<file path="src/rtl/hca_pkg.sv">
// Shared types and helpers for the Han-Carlson pipelined subtractor.
// Default widths, generate/propagate pair type and level-count helper.
package hca_pkg;

    localparam int HCA_XW = 15;
    localparam int HCA_YW = 12;

    typedef struct packed {
        logic g;
        logic p;
    } gp_t;

    function automatic int ceil_log2(input int n);
        int r;
        r = 0;
        while ((1 << r) < n) r++;
        return r;
    endfunction

endpackage

</file>
<file path="src/rtl/hca_pipe_subtractor_if.sv">
// Valid/ready operand and result streams of the pipelined subtractor.
// master drives operands and out_ready; slave is the subtractor.
interface hca_pipe_subtractor_if import hca_pkg::*; #(
    parameter int XW = HCA_XW,
    parameter int YW = HCA_YW
);

    logic          in_valid;
    logic          in_ready;
    logic [XW-1:0] x;
    logic [YW-1:0] y;
    logic          out_valid;
    logic          out_ready;
    logic [XW-1:0] d;
    logic          borrow;

    modport master (
        output in_valid, x, y, out_ready,
        input  in_ready, out_valid, d, borrow
    );

    modport slave (
        input  in_valid, x, y, out_ready,
        output in_ready, out_valid, d, borrow
    );

endinterface

</file>
<file path="src/rtl/hca_carry_cell.sv">
// Prefix carry operator; hi is the higher-index group, lo the lower.
// Go = Ghi | (Glo & Phi), Po = Phi & Plo.
module hca_carry_cell import hca_pkg::*; (
    input  gp_t i_hi,
    input  gp_t i_lo,
    output gp_t o_gp
);

    assign o_gp.g = i_hi.g | (i_lo.g & i_hi.p);
    assign o_gp.p = i_hi.p & i_lo.p;

endmodule

</file>
<file path="src/rtl/hca_pipe_subtractor.sv">
// 3-stage Han-Carlson subtractor D = X + ~Z + 1 with borrow flag.
// Define HCA_SUB_SAT_EN to clamp d to 0 whenever borrow is set.
module hca_pipe_subtractor import hca_pkg::*; #(
    parameter int XW = HCA_XW,
    parameter int YW = HCA_YW
) (
    input logic                  clk,
    input logic                  rst,
    hca_pipe_subtractor_if.slave s
);

    localparam int LV  = ceil_log2(XW);
    localparam int S2L = (LV < 3) ? LV : 3;

    if (YW > XW) begin : g_width_chk
        $error("hca_pipe_subtractor: YW must not exceed XW");
    end

    logic          w_en;
    logic [XW-1:0] w_z;
    logic [XW-1:0] w_p0;
    logic [XW-1:0] w_g0;
    logic [XW-1:0] w_d;
    logic [XW-1:0] w_dq;
    logic          w_b;

    logic          r_v1;
    logic          r_v2;
    logic          r_v3;
    logic [XW-1:0] r_s1_g;
    logic [XW-1:0] r_s1_p;
    logic [XW-1:0] r_s2_p0;
    gp_t           r_s2 [XW];
    logic [XW-1:0] r_d;
    logic          r_borrow;

    // w_lv[l] is the output of prefix level l; w_in[l-1] feeds level l
    gp_t w_lv  [LV+1][XW];
    gp_t w_in  [LV+1][XW];
    gp_t w_fin [XW];

    assign w_en       = ~r_v3 | s.out_ready;
    assign s.in_ready = w_en;
    assign s.out_valid = r_v3;
    assign s.d        = r_d;
    assign s.borrow   = r_borrow;

    assign w_z  = XW'(s.y);
    assign w_p0 = s.x ^ ~w_z;
    assign w_g0 = s.x & ~w_z;

    for (genvar i = 0; i < XW; i++) begin : g_lv0
        assign w_lv[0][i] = '{g: r_s1_g[i], p: r_s1_p[i]};
    end

    for (genvar l = 1; l <= LV + 1; l++) begin : g_in
        if (l == S2L + 1) begin : g_reg
            assign w_in[l-1] = r_s2;
        end else begin : g_comb
            assign w_in[l-1] = w_lv[l-1];
        end
    end

    for (genvar l = 1; l <= LV; l++) begin : g_lv
        localparam int SP = 1 << (l - 1);
        for (genvar i = 0; i < XW; i++) begin : g_bit
            if ((i % 2 == 1) && (i >= SP)) begin : g_op
                hca_carry_cell u_cell (
                    .i_hi (w_in[l-1][i]),
                    .i_lo (w_in[l-1][i-SP]),
                    .o_gp (w_lv[l][i])
                );
            end else begin : g_pass
                assign w_lv[l][i] = w_in[l-1][i];
            end
        end
    end

    // even bits pick up the completed prefix of their odd neighbour
    for (genvar i = 0; i < XW; i++) begin : g_fix
        if ((i % 2 == 0) && (i >= 2)) begin : g_op
            hca_carry_cell u_cell (
                .i_hi (w_in[LV][i]),
                .i_lo (w_in[LV][i-1]),
                .o_gp (w_fin[i])
            );
        end else begin : g_pass
            assign w_fin[i] = w_in[LV][i];
        end
    end

    always_comb begin
        w_d    = '0;
        w_d[0] = ~r_s2_p0[0];
        for (int i = 1; i < XW; i++) begin
            w_d[i] = (w_fin[i-1].g | w_fin[i-1].p) ^ r_s2_p0[i];
        end
        w_b = ~(w_fin[XW-1].g | w_fin[XW-1].p);
    end

`ifdef HCA_SUB_SAT_EN
    assign w_dq = w_b ? '0 : w_d;
`else
    assign w_dq = w_d;
`endif

    always_ff @(posedge clk) begin
        if (rst) begin
            r_v1     <= 1'b0;
            r_v2     <= 1'b0;
            r_v3     <= 1'b0;
            r_s1_g   <= '0;
            r_s1_p   <= '0;
            r_s2_p0  <= '0;
            r_s2     <= '{default: '0};
            r_d      <= '0;
            r_borrow <= 1'b0;
        end else if (w_en) begin
            r_v1     <= s.in_valid;
            r_v2     <= r_v1;
            r_v3     <= r_v2;
            r_s1_g   <= w_g0;
            r_s1_p   <= w_p0;
            r_s2_p0  <= r_s1_p;
            r_s2     <= w_lv[S2L];
            r_d      <= w_dq;
            r_borrow <= w_b;
        end
    end

endmodule

</file>
<file path="src/flat_wrapper.sv">
// flat-port wrapper written by rule: the top's interface ports become plain ports
module hca_pipe_subtractor_flat import hca_pkg::*;
#(
    parameter int XW = HCA_XW,
    parameter int YW = HCA_YW
)
  (clk, rst, s_in_valid, s_x, s_y, s_out_ready, s_in_ready, s_out_valid, s_d, s_borrow);
  hca_pipe_subtractor_if #(.XW(XW), .YW(YW)) s_i ();
  input logic clk;
  input logic rst;
  input wire logic [$bits(s_i.in_valid)-1:0] s_in_valid;
  input wire logic [$bits(s_i.x)-1:0] s_x;
  input wire logic [$bits(s_i.y)-1:0] s_y;
  input wire logic [$bits(s_i.out_ready)-1:0] s_out_ready;
  output wire logic [$bits(s_i.in_ready)-1:0] s_in_ready;
  output wire logic [$bits(s_i.out_valid)-1:0] s_out_valid;
  output wire logic [$bits(s_i.d)-1:0] s_d;
  output wire logic [$bits(s_i.borrow)-1:0] s_borrow;
  assign s_i.in_valid = s_in_valid;
  assign s_i.x = s_x;
  assign s_i.y = s_y;
  assign s_i.out_ready = s_out_ready;
  assign s_in_ready = s_i.in_ready;
  assign s_out_valid = s_i.out_valid;
  assign s_d = s_i.d;
  assign s_borrow = s_i.borrow;
  hca_pipe_subtractor #(.XW(XW), .YW(YW)) u_core (.clk(clk), .rst(rst), .s(s_i));
endmodule
</file>
<file path="config.mk">
export PLATFORM = sky130hd
export DESIGN_NAME = hca_pipe_subtractor_flat
export DESIGN_NICKNAME = d
export VERILOG_FILES = /design/src/rtl/hca_pkg.sv /design/src/rtl/hca_pipe_subtractor_if.sv /design/src/rtl/hca_carry_cell.sv /design/src/rtl/hca_pipe_subtractor.sv /design/src/flat_wrapper.sv
export SDC_FILE = /design/constraint.sdc
export NUM_CORES = 1
export LEC_CHECK = 0
export ABC_AREA = 1
export CORE_UTILIZATION = 45
export DETAILED_ROUTE_END_ITERATION = 8
export GPL_TIMING_DRIVEN = 0
export HOLD_SLACK_MARGIN = 0.12
export PLACE_DENSITY_LB_ADDON = 0.08
export SLEW_MARGIN = 20
export SYNTH_ARGS = -nofsm -noshare
export SYNTH_HDL_FRONTEND = slang
export SYNTH_SLANG_ARGS = --single-unit
</file>
<file path="constraint.sdc">
create_clock -name clk -period 1.1 [get_ports clk]
set_clock_uncertainty 0.2 [all_clocks]
set_input_delay 0.275 -clock clk [delete_from_list [all_inputs] [get_ports clk]]
set_output_delay 0.275 -clock clk [all_outputs]
set_load 0.01 [all_outputs]
</file>
==> qor.tcl, run 1 <==
set qor(run_status) {finished, violations left}
set qor(failing_checks) {negative hold slack, negative setup slack}
set qor(worstHoldEndpoint) {u_core.r_s2[29]}
set qor(timing.critical_path.required_ps) 620
set qor(synthCells) 510
set qor(rsz0062_at_grt) {yes}
set qor(worst_pin_slew_ps) 715
set qor(r2r-start) {u_core.s.out_valid}
set qor(timing.final.crit_share) 1.45
set qor(cts_tree) {built}
set qor(finish.net_count) 639
set qor(crit_path_max_incr_delay_ps) 360
set qor(critical_path.endpoint_type) {output port}
set qor(number_of_diodes_added_for_antenna_fixing) 0
set qor(avgSynthCellArea_um2) 7.36
set qor(drive_above_1_share) 0.335
set qor(htreeDepth) 3
set qor(max_cap_viol_count) 0
set qor(synth.ff_latch_count) 86
set qor(placed_cells) 659
set qor(finalWirelength_mm) 12.5
set qor(ff2ff_setup_slack_ps) -420
set qor(grt_pass1_vias) 3923
set qor(synth_sequential_area_ratio) 0.459
set qor(powerDensity_nw_per_um2) 1280
set qor(clk_pin_slew_ps) 80
set qor(synth_enable_flop_cells) 0
set qor(worst_ep_arrival_time_ps) 1120
set qor(clockBufferDepth) 2
set qor(pre_cts_slack_ps) -1140
set qor(antenna_found_initial) 0
set qor(grt_first_pass_wirelength_mm) 20.2
set qor(crit_path_class) {register to output port}
set qor(gpl.final_weighted_congestion) 0.911
set qor(worst-r2r-cell-count) 7
set qor(crit_chain) {nand2_4 -> buf_8 -> buf_12 -> buf_6}
set qor(cts_root_buffer) {clkbuf_8}
set qor(hold_path.startpoint) {rst}
set qor(layout_setup_ws_ps) -494
set qor(total_grt_usage) 0.315
set qor(drc_errors) 0
set qor(die_w_um) 93.3
set qor(largest_vdd_supply_drop_mv) 0.924
set qor(async_set_or_reset_flop_fraction_in_the_synthesized_netlist) 0
set qor(slew-limit-headroom) 0.523
set qor(final-max-slew-violation-count) 0
set qor(worstSkewPairLatency_ps) 370
set qor(route.detailed.wl_per_inst_um) 17.9
set qor(floorplan.die_area_um2) 8710
set qor(synth.largest_area_cell) {dfxtp_1}
set qor(whs_ps) -18.1
set qor(core_um2) 7890
set qor(layout-area-overhead-vs-synth_pct) 53.5
set qor(tritoncts.num_buffers) 9
set qor(globalRouteOverflowTotal) 0
set qor(mappedNetlistArea_um2) 3750
set qor(maxClockFrequency_mhz) 627
set qor(ys.flop_type) {dfxtp_1}
set qor(io_buffers) 47
set qor(row_count) 32
set qor(total_via_count_in_the_routed_design) 3820
set qor(numClockSinks) 86
set qor(post-dp-hpwl_mm) 7.35
set qor(cp_slowest_cell) {dfxtp_4}
set qor(synth_top_area_frac) 0.459
set qor(hold_viol) 3
set qor(drtAntennaViolNets) 0
set qor(number_of_warnings_reported_in_the_yosys_synthesis_log) 0
set qor(min_delay_path_depth) 2
set qor(synth_fp_nets) 553
set qor(synth.area.top_cells) {dfxtp_1 46%, o21ai_0 8.8%, nand2_1 8.5%}
set qor(distinct_cells_synth) 25
set qor(finalNonFillerCells) 702
set qor(most_numerous_cell_in_the_yosys_netlist) {dfxtp_1}
set qor(start_util) 0.476
set qor(synth.cells.most_frequent) {86 x dfxtp_1, 85 x nand2_1, 68 x nor2_1}
set qor(detailedRoute.firstIterationViolations) 239
set qor(drt_first_pass_iters) 5
set qor(hold_class) {primary input to register}
set qor(worstSetupStartpointType) {register}
set qor(number_of_top_level_pins) 49
set qor(final.min_clock_period_ps) 1590
set qor(dieHeight_um) 93.3
set qor(regToRegEndpoint) {u_core.r_s2[15]}
set qor(crit_path_max_fanout) 2
set qor(static_leakage_uw) 0.00256
set qor(setup_violators_final) 104
set qor(post_drt_via_cell_ratio) 5.44
set qor(grt_max_degree) 14
[flip-flops by register name, summed over array words and instances, names as in the netlist]
name and cells:
u_core.s.d 15, u_core.s.borrow 1, u_core.r_s1_p 15, u_core.r_v2 1, u_core.r_s1_g 15, u_core.r_v1 1, u_core.r_s2 23, u_core.s.out_valid 1
u_core.r_s2_p0 14
[kinds of logic after synthesis]
group,synth area share
AO/OA/AOI/OAI,0.179
AND/OR/NAND/NOR,0.197
buffers and inverters,0.118
flip-flops,0.459
adder cells (fa/ha/maj),0.0400
XOR/XNOR,0.00700
[timing repair]
item                                    in CTS  in global routing
cloned                                      10                  0
endpoints found under the hold margin        7                  7
endpoints found under the setup margin     104                104
setup buffers                               16                  4
pin swaps                                   17                  2
gates resized for setup                    247                 15
[cell type report]
class | instances | area (um^2)
plain buffers | 26 | 365
fillers | 572 | 2120
clock inverters | 3 | 65.1
inverters | 70 | 273
repair buffers | 76 | 980
clock buffers | 12 | 166
multi-input cells | 327 | 2040
well taps | 102 | 128
flip-flops and latches | 86 | 1750
[cell usage in the layout, fill, tap and decap left out, types with 14 or more instances in the layout]
cell type / count
dfxtp_2: 16
nand2_1: 82
o21ai_1: 24
dfxtp_1: 69
a21oi_1: 22
o21ai_0: 17
nand3_1: 16
inv_1: 67
clkdlybuf4s50_1: 28
nor2_1: 39
buf_6: 25
buf_4: 14
nor2_2: 19
o21ai_2: 22
a21oi_2: 25
[worst max-delay path by stage]
stage / from / to / slack, ps / depth (start not counted)
4_1_cts: u_core.s.out_valid / s_in_ready / -510 / 4
5_1_grt: u_core.s.out_valid / s_in_ready / -520 / 4
2_1_floorplan: u_core.s.out_valid / u_core.s.d[2] / -80 / 5
3_3_place_gp: s_out_ready / s_in_ready / -1140 / 6
3_5_place_dp: s_out_ready / s_in_ready / -1140 / 6
6_report: u_core.s.out_valid / s_in_ready / -490 / 4
[worst max-delay path, delay by kind of cell, from the launching register on]
kind / cells / cell delay (ps)
DFF: 1 / 360
buffers and inverters: 3 / 340
and+or+nand+nor: 1 / 50
[through the flow]
step	TNS (ps)	power [uW]	hold WS (ps)	util	area (um^2)
global placement	-58390	4430	238	0.573	4520
CTS	-36070	7320	-27.5	0.721	5690
detailed placement	-59880	4450	249	0.573	4520
global route	-35410	7640	-18.7	0.731	5770
floorplan	-4240	4050	164	-	3920
finish	-31110	7380	-18.1	0.731	5770
[routing by layer]
layer | vias up | part of all wire | GRT usage
met5 | - | 0 | 0
met4 | 0 | 0.052 | 0.163
met3 | 57 | 0.063 | 0.0650
met2 | 172 | 0.49 | 0.541
met1 | 1788 | 0.40 | 0.369
li1 | 1803 | - | -
[power breakdown]
group | switching [uW] | leakage (uW) | total (uW) | internal, uW
combinational | 639 | 0.00173 | 1300 | 657
clock | 1140 | 0.000118 | 2600 | 1470
sequential | 161 | 0.000714 | 3480 | 3320
total | 1940 | 0.00256 | 7380 | 5440
(Power assumes the default switching activity.)
==> inputs of run 2 (changes only) <==
CTS_BUF_LIST = sky130_fd_sc_hd__clkbuf_16   (was default)
==> run 2 against run 1 <==
Net effect: the run ends with negative setup slack left; first-iteration DRC count up 7.9%; register-to-register slack worse by 30 ps; utilization down 4.9 points; fmax grew 2.0%; global-route usage shrank 3.4 points; sequential power is essentially flat; hold slack improved by 23 ps; sequential share of layout area is 2.2 points higher; via count down 5.2%; worst setup slack better by 31 ps; count of clock-buffer cells in the layout is 2 lower; critical path type unchanged.
==> qor.tcl, run 2 (same netlist as run 1, synthesis figures left out) <==
set qor(run_status) {finished, violations left}
set qor(failing_checks) {negative setup slack}
set qor(route.detailed.wl_per_inst_um) 16.8 ;# -6.2%
set qor(timing.final.crit_share) 1.42 ;# -0.0285
set qor(hold_class) {primary input to register}
set qor(post-dp-hpwl_mm) 7.35 ;# unchanged
set qor(finish.net_count) 625 ;# -2.2%
set qor(powerDensity_nw_per_um2) 1470 ;# +15%
set qor(regToRegEndpoint) {u_core.r_s2[9]}
set qor(maxClockFrequency_mhz) 640 ;# +2.0%
set qor(top_register) {u_core.r_s2}
set qor(ff2ff_setup_slack_ps) -450 ;# -30 ps
set qor(whs_ps) 4.99 ;# +23.1 ps
set qor(tritoncts.num_buffers) 9 ;# unchanged
set qor(drt_first_pass_iters) 5 ;# unchanged
set qor(cts_root_buffer) {clkbuf_16}
set qor(crit_path_class) {register to output port}
set qor(globalRouteOverflowTotal) 0 ;# unchanged
set qor(r2r-start) {u_core.s.out_valid}
set qor(utilization) 0.682 ;# -0.0493
set qor(slew-limit-headroom) 0.594 ;# +0.0712
set qor(core_um2) 7890 ;# unchanged
set qor(grt_pass1_vias) 3644 ;# -7.1%
set qor(floorplan.die_area_um2) 8710 ;# unchanged
set qor(io_buffers) 47 ;# unchanged
set qor(die_w_um) 93.3 ;# unchanged
set qor(timing.critical_path.required_ps) 620 ;# about the same
set qor(drc_errors) 0 ;# unchanged
set qor(grt_max_degree) 14 ;# unchanged
set qor(worst_setup_path_endpoint) {s_in_ready}
set qor(numClockSinks) 86 ;# unchanged
set qor(pre_cts_slack_ps) -1140 ;# unchanged
set qor(dieHeight_um) 93.3 ;# unchanged
set qor(setup_violators_final) 104 ;# unchanged
set qor(crit_path_max_fanout) 3 ;# +1
set qor(layout.cells.most_common_list) {82 x nand2_1, 69 x dfxtp_1, 68 x inv_1}
set qor(layout_setup_ws_ps) -463 ;# +31.3 ps
set qor(antenna_found_initial) 0 ;# unchanged
set qor(largest_vdd_supply_drop_mv) 0.967 ;# +4.7%
set qor(htreeDepth) 3 ;# unchanged
set qor(worst_ep_arrival_time_ps) 1090 ;# -30 ps
set qor(critical_path.startpoint) {u_core.s.out_valid}
set qor(critical_path.endpoint_type) {output port}
set qor(detailedRoute.firstIterationViolations) 258 ;# +7.9%
set qor(flip_flop_count_of_the_largest_register_all_copies_and_words_added) 23 ;# unchanged
set qor(rsz0062_at_grt) {yes}
set qor(gpl.final_weighted_congestion) 0.911 ;# unchanged
set qor(post_drt_via_cell_ratio) 5.26 ;# -3.3%
set qor(layout-area-overhead-vs-synth_pct) 43.2
set qor(cts_tree) {built}
set qor(row_count) 32 ;# unchanged
set qor(number_of_top_level_pins) 49 ;# unchanged
set qor(number_of_diodes_added_for_antenna_fixing) 0 ;# unchanged
set qor(grt_first_pass_wirelength_mm) 18.3 ;# -9.4%
set qor(worstSetupStartpointType) {register}
set qor(start_util) 0.476 ;# unchanged
set qor(layout.cells.most_common) {nand2_1}
set qor(worstSkewPairLatency_ps) 340 ;# -30 ps
set qor(worst_pin_slew_ps) 608 ;# -107 ps
set qor(final.min_clock_period_ps) 1560 ;# -31.3 ps
set qor(hold_viol) 0 ;# -3
set qor(clockBufferDepth) 2 ;# unchanged
set qor(drtAntennaViolNets) 0 ;# unchanged
set qor(final-max-slew-violation-count) 0 ;# unchanged
set qor(clk_pin_slew_ps) 60 ;# -20 ps
set qor(static_leakage_uw) 0.00243 ;# -5.2%
set qor(max_cap_viol_count) 0 ;# unchanged
set qor(drive_above_1_share) 0.263 ;# -0.0722
set qor(total_grt_usage) 0.281 ;# -0.0339
set qor(finalWirelength_mm) 11.5 ;# -8.0%
set qor(total_via_count_in_the_routed_design) 3622 ;# -5.2%
set qor(worst-r2r-cell-count) 8 ;# +1
[run 2: per-layer routing]
metal  share of wire  track usage  vias up
li1                -            -     1769
met1            0.42        0.332     1689
met2            0.48        0.490      126
met3           0.056       0.0496       38
met4           0.038        0.138        0
met5               0            0        -
[run 2: final cells by class]
| cell class | count | area, um^2 |
|---|---|---|
| inverter | 70 | 273 |
| clock buffer | 10 | 250 |
| fill | 645 | 2510 |
| multi-input combinational | 327 | 1860 |
| sequential | 86 | 1750 |
| clock inverter | 5 | 72.6 |
| timing repair buffer | 62 | 733 |
| tap | 102 | 128 |
| buffer | 26 | 319 |
[run 2: where the power goes]
group / switching, uW / leakage (uW) / internal [uW] / total (uW)
clock network: 1220 / 0.000162 / 2100 / 3320
logic: 570 / 0.00155 / 557 / 1130
registers: 146 / 0.000714 / 3320 / 3470
[run 2: stage by stage]
step | instances | power [uW] | cell area, um^2 | setup TNS, ps
final | 688 | 7910 | 5380 | -30350
after global routing | 688 | 8180 | 5380 | -33890
after CTS | 687 | 7880 | 5280 | -34710
after detailed placement | 659 | 4450 | 4520 | -59880
after global placement | 659 | 4430 | 4520 | -58390
after floorplan | 510 | 4050 | 3920 | -4240
[run 2: timing repair]
| action | in CTS | in global routing |
|---|---|---|
| gates cloned | 3 | 1 |
| pin swaps | 9 | 5 |
| endpoints found under the hold margin | 7 | 7 |
| endpoints found under the setup margin | 104 | 104 |
| setup buffers | 11 | 1 |
| gates resized for setup | 176 | 18 |
[run 2: worst min path at each step]
stage                          startpoint                end  slack (ps)  cells after the start
after global routing                  rst    u_core.r_s2[29]          20                      2
after floorplan                   s_x[14]  u_core.r_s1_p[14]         160                      1
after CTS                             rst  u_core.r_s1_p[12]           9                      2
final                                 rst    u_core.r_s2[29]           5                      2
after global placement    u_core.r_s2[13]    u_core.r_s2[13]         240                      2
after detailed placement  u_core.r_s2[13]    u_core.r_s2[13]         250                      2
[run 2: worst max-delay path, stage by stage, from the launching register on]
cell	delay, ps
dfxtp_4	350
nand2_4	60
buf_8	120
buf_12	110
buf_6	110
==> inputs of run 3 (changes only) <==
CTS_CLUSTER_SIZE = 16   (was default)
==> results of run 3 <==
Same layout as run 2: the final DEF is identical, and so are final timing and power.
